--- src/rtl/ram8_sweep.sv ---
// ram8_sweep: 8 x WIDTH register bank with a combinational 8-way read mux,
// synchronous writes, and a one-entry-per-cycle bulk-clear engine.
//
// Handshake: there is no valid/ready pair. `load` and `clear` are sampled on
// every rising edge. A load is accepted only while busy=0. While busy=1 the
// bank ignores both load and clear. In IDLE, a clear wins over a load at the
// same edge. clr_done is a one-cycle pulse that appears as busy falls.
module ram8_sweep #(
  parameter int WIDTH = 16,
  parameter int DEPTH = 8
) (
  input  logic             clock,
  input  logic             reset_n,
  input  logic [WIDTH-1:0] in,
  input  logic             load,
  input  logic [2:0]       address,
  input  logic             clear,
  output logic [WIDTH-1:0] out,
  output logic             busy,
  output logic             clr_done,
  output logic [1:0]       o_dbg_state
);

  typedef enum logic [1:0] {
    S_IDLE  = 2'd0,
    S_SWEEP = 2'd1,
    S_DONE  = 2'd2
  } state_t;

  state_t           r_state;
  logic [2:0]       r_cnt;
  logic             r_busy;
  logic             r_done;
  logic [WIDTH-1:0] r_mem [DEPTH];

  // Storage, sweep counter and FSM. All state lives in this one block so a
  // reset mid-sweep aborts everything at once and no done pulse is produced.
  always_ff @(posedge clock or negedge reset_n) begin
    if (!reset_n) begin
      r_state <= S_IDLE;
      r_cnt   <= 3'd0;
      r_busy  <= 1'b0;
      r_done  <= 1'b0;
      for (int i = 0; i < DEPTH; i++) begin
        r_mem[i] <= '0;
      end
    end else begin
      case (r_state)
        S_IDLE: begin
          r_done <= 1'b0;
          if (clear) begin
            // Clear has priority; a simultaneous write is dropped.
            r_state <= S_SWEEP;
            r_cnt   <= 3'd0;
            r_busy  <= 1'b1;
          end else if (load) begin
            r_mem[address] <= in;
          end
        end
        S_SWEEP: begin
          // Loads and clears are ignored here: no writes, no restart.
          r_mem[r_cnt] <= '0;
          r_cnt        <= r_cnt + 3'd1;
          if (r_cnt == 3'd7) begin
            r_state <= S_DONE;
            r_busy  <= 1'b0;
            r_done  <= 1'b1;
          end
        end
        S_DONE: begin
          r_done <= 1'b0;
          if (load) begin
            r_mem[address] <= in;
          end
          if (clear) begin
            r_state <= S_SWEEP;
            r_cnt   <= 3'd0;
            r_busy  <= 1'b1;
          end else begin
            r_state <= S_IDLE;
          end
        end
        default: begin
          r_state <= S_IDLE;
          r_busy  <= 1'b0;
          r_done  <= 1'b0;
        end
      endcase
    end
  end

  // Zero-latency read mux plus straight-from-flop status outputs.
  always_comb begin
    out         = r_mem[address];
    busy        = r_busy;
    clr_done    = r_done;
    o_dbg_state = r_state;
  end

endmodule

--- config.mk ---
export PLATFORM = sky130hd
export DESIGN_NAME = ram8_sweep
export DESIGN_NICKNAME = d
export VERILOG_FILES = /design/src/rtl/ram8_sweep.sv
export SDC_FILE = /design/constraint.sdc
export NUM_CORES = 1
export LEC_CHECK = 0
export BUFFER_PORTS_ARGS = -buffer_cell sky130_fd_sc_hd__buf_2
export CORE_MARGIN = 1
export CORE_UTILIZATION = 40
export CTS_BUF_LIST = sky130_fd_sc_hd__clkbuf_4 sky130_fd_sc_hd__clkbuf_8
export DETAILED_ROUTE_END_ITERATION = 16
export PLACE_DENSITY = 0.64
export REMOVE_ABC_BUFFERS = 1
export SETUP_SLACK_MARGIN = 0.1
export SYNTH_ARGS = -nofsm -noshare
export SYNTH_HDL_FRONTEND = slang
export SYNTH_SLANG_ARGS = --single-unit
--- constraint.sdc ---
create_clock -name clock -period 1.8 [get_ports clock]
set_clock_uncertainty 0.05 [all_clocks]
set_input_delay 0.36 -clock clock [delete_from_list [all_inputs] [get_ports clock]]
set_output_delay 0.36 -clock clock [all_outputs]
set_load 0.01 [all_outputs]
==> impl_metrics.ini <==
[synth]
synthTopCellsByArea = dfrtp_1 (47%), mux2i_1 (19%), o21ai_1 (6.1%)
synth-seq-area-share = 0.472
ys.warnings.count = 0
syn_area_um2 = 7160
synth_edf_count = 0
synth-main-ff-cell = dfrtp_1
ys_types = 54
synth-seq-cells = 135
synthCells = 600
yosysTopAreaCellShare = 0.472
yosys.area.top_type = dfrtp_1
synth_area_per_cell_um2 = 11.9
async_reset_ff_frac = 1.00

[routing]
firstDrtPassIters = 4
viasPerCell = 5.79
drc_errors = 0
drt-initial-drc-count = 420
vias = 5288
wl_met2_mm = 9.59
topRoutingLayerUsed = met4
met1_length_mm = 8.66
wl_met3_um = 907
routed_wl_mm = 19.7
wl_per_cell_um = 21.6
detail-route-antenna-nets = 0

[sta]
worst_slew_pin_slew_ps = 465
finalCritPeriodShare = 1.20
fin_ws_ps = -356
report.final.slew_viol_count = 0
final-hold-violation-count = 0
holdWs_ps = 171
clock.fmax_ghz = 0.464
slew_headroom = 0.690
fin_crit_ps = 2160
fin_setup_tns_ps = -3770
setup_viol = 16
rsz0062_at_grt = yes

[finish]
drive_above_1_share = 0.289
regArea_um2 = 3380
multi_input_area_um2 = 3380
final_common_cell = mux2i_1
final_cell_mix = mux2i_1 (134), dfrtp_1 (133), o21ai_1 (87), buf_4 (44), o21ai_0 (43)
antenna_cells = 0
area_delta_synth_final_pct = 19.9
stdcell_count = 913
fill_cells = 1559
fin_nets = 700

[global_route]
grt_max_degree = 65
antenna_found_initial = 0
overflow = 0
grt_pass1_wl_mm = 31.3
grt_pass1_vias = 5580
grt_util_all_layers = 0.228

[critical_path]
critPathTopFamily = simple AND/OR/NAND/NOR gates
crit_chain = mux2i_1 > nor3_1 > or4_1 > buf_2
worstPathMaxFanout = 2
required_ps = 1390
worstSetupStartpointType = register
slowest_stage = or4_1
cp.arrival_ps = 1750
crit_buf_inv = 1
cp_slowest_stage_delay_ps = 520
endpoint_kind = primary output
path_class = reg2out

[cts]
cts_buffer_depth = 2
cts_buffers = 17
cts_tree = done
clockRootBuffer = clkbuf_8
clk_latency_ps = 450
clock-sinks = 135
h-tree-depth = 4
clkTransAtPathRegs_ps = 80

[placed_design]
port_buffers = 42
place_congestion = 0.790
dp_cells = 877
post-place-ws_ps = -458
dp_hpwl_mm = 11.9

[power]
leakage_nw = 4.70
power_density_nw_per_um2 = 1390
vdd_ir_drop_max_mv = 0.691
p_total_mw = 11.9

[flow_run]
cap_violations = 0

[floorplanning]
start_util = 0.411
rows = 48
die_w_um = 136
core-area_um2 = 17400
io_pins = 43
die_y_um = 136
dieArea_um2 = 18400

[status]
status = finished, violations left
violations = setup timing

[hold_path]
hold_class = in2reg
==> through the flow <==
step           utilization  instance area, um2
6_report             0.493                8580
2_1_floorplan            -                6760
3_5_place_dp         0.456                7950
3_3_place_gp         0.456                7950
4_1_cts              0.487                8480
5_1_grt              0.493                8580
==> state kept, by name, indices dropped and copies added (netlist names) <==
name,count
r_cnt,3
clr_done,1
busy,1
r_mem,128
o_dbg_state,2
==> power by group <==
group / switching [mW] / leakage, nW / total [mW] / internal [mW]
Combinational: 2.51 / 2.65 / 4.32 / 1.81
Clock: 1.24 / 0.224 / 2.90 / 1.66
Sequential: 0.603 / 1.82 / 4.70 / 4.10
Total: 4.35 / 4.70 / 11.9 / 7.56
==> logic make-up (layout without fill, tap and decap cells) <==
| logic type | Yosys count | count (layout) | share of synthesized area |
|---|---|---|---|
| DFF | 135 | 135 | 0.472 |
| AOI/OAI and AO/OA | 152 | 152 | 0.115 |
| buffers and inverters | 70 | 158 | 0.0650 |
| muxes | 162 | 162 | 0.263 |
| and+or+nand+nor | 78 | 78 | 0.0807 |
| adders and majority gates | 2 | 2 | 0.00349 |
| xor gates and xnor gates | 1 | 1 | 0.00122 |
==> worst reg2reg max path, cell delays in order, from the launching register on <==
cell       delay, ps
dfrtp_2          470
or3b_4           440
clkbuf_16        240
o21ai_1          170
mux2i_1           90
==> repair_timing <==
item / 4_1_cts / 5_1_grt
pin swaps: 19 / 9
hold endpoints to repair: 27 / 0
cloned: 0 / 1
setup endpoints to repair: 16 / 78
setup buffers: 1 / 1
hold buffers: 1 / 0
resized for setup: 14 / 21
==> routing by layer <==
layer  up-vias  GRT usage
li1       2346          -
met1      2721      0.291
met2       178      0.373
met3        43     0.0410
met4         0      0.109
met5         -          0
==> cells in the mapped netlist, drive strengths merged, types with 2 or more instances <==
master and number:
nor2 6, a311oi 2, buf 36, a221oi 3
o21ai 130, mux2 8, a22oi 3, nor3 3
nand2 28, mux4 20, nor3b 3, nor2b 3
or4 2, inv 18, nand4 8, nand3b 10
mux2i 134, a21oi 3, a22o 3, dfrtp 135
and2b 2, nand2b 3, ha 2, o221ai 2
and3b 3, clkbuf 16
==> layout make-up <==
class,count,share of cell area
Inverter,18,0.00787
Multi-Input combinational cell,395,0.394
Clock buffer,21,0.0337
Timing Repair Buffer,108,0.118
Sequential cell,135,0.394
Tap cell,225,0.0328
Clock inverter,11,0.0198
==> path summary, 6_finish.rpt <==
| path | slack, ps | cells after the start | to | from |
|---|---|---|---|---|
| worst max-delay path | -360 | 4 | out[9] | r_mem[9] |
| worst min-delay path | 170 | 2 | o_dbg_state[0] | clear |
| worst max register to register | 220 | 4 | r_mem[88] | r_cnt[0] |
| worst min register to register | 490 | 2 | r_mem[12] | r_mem[12] |
| max in group asynchronous | 690 | 3 | r_mem[118] | reset_n |
| min in group asynchronous | 350 | 2 | clr_done | reset_n |
Power figures use the tool's default switching activity.
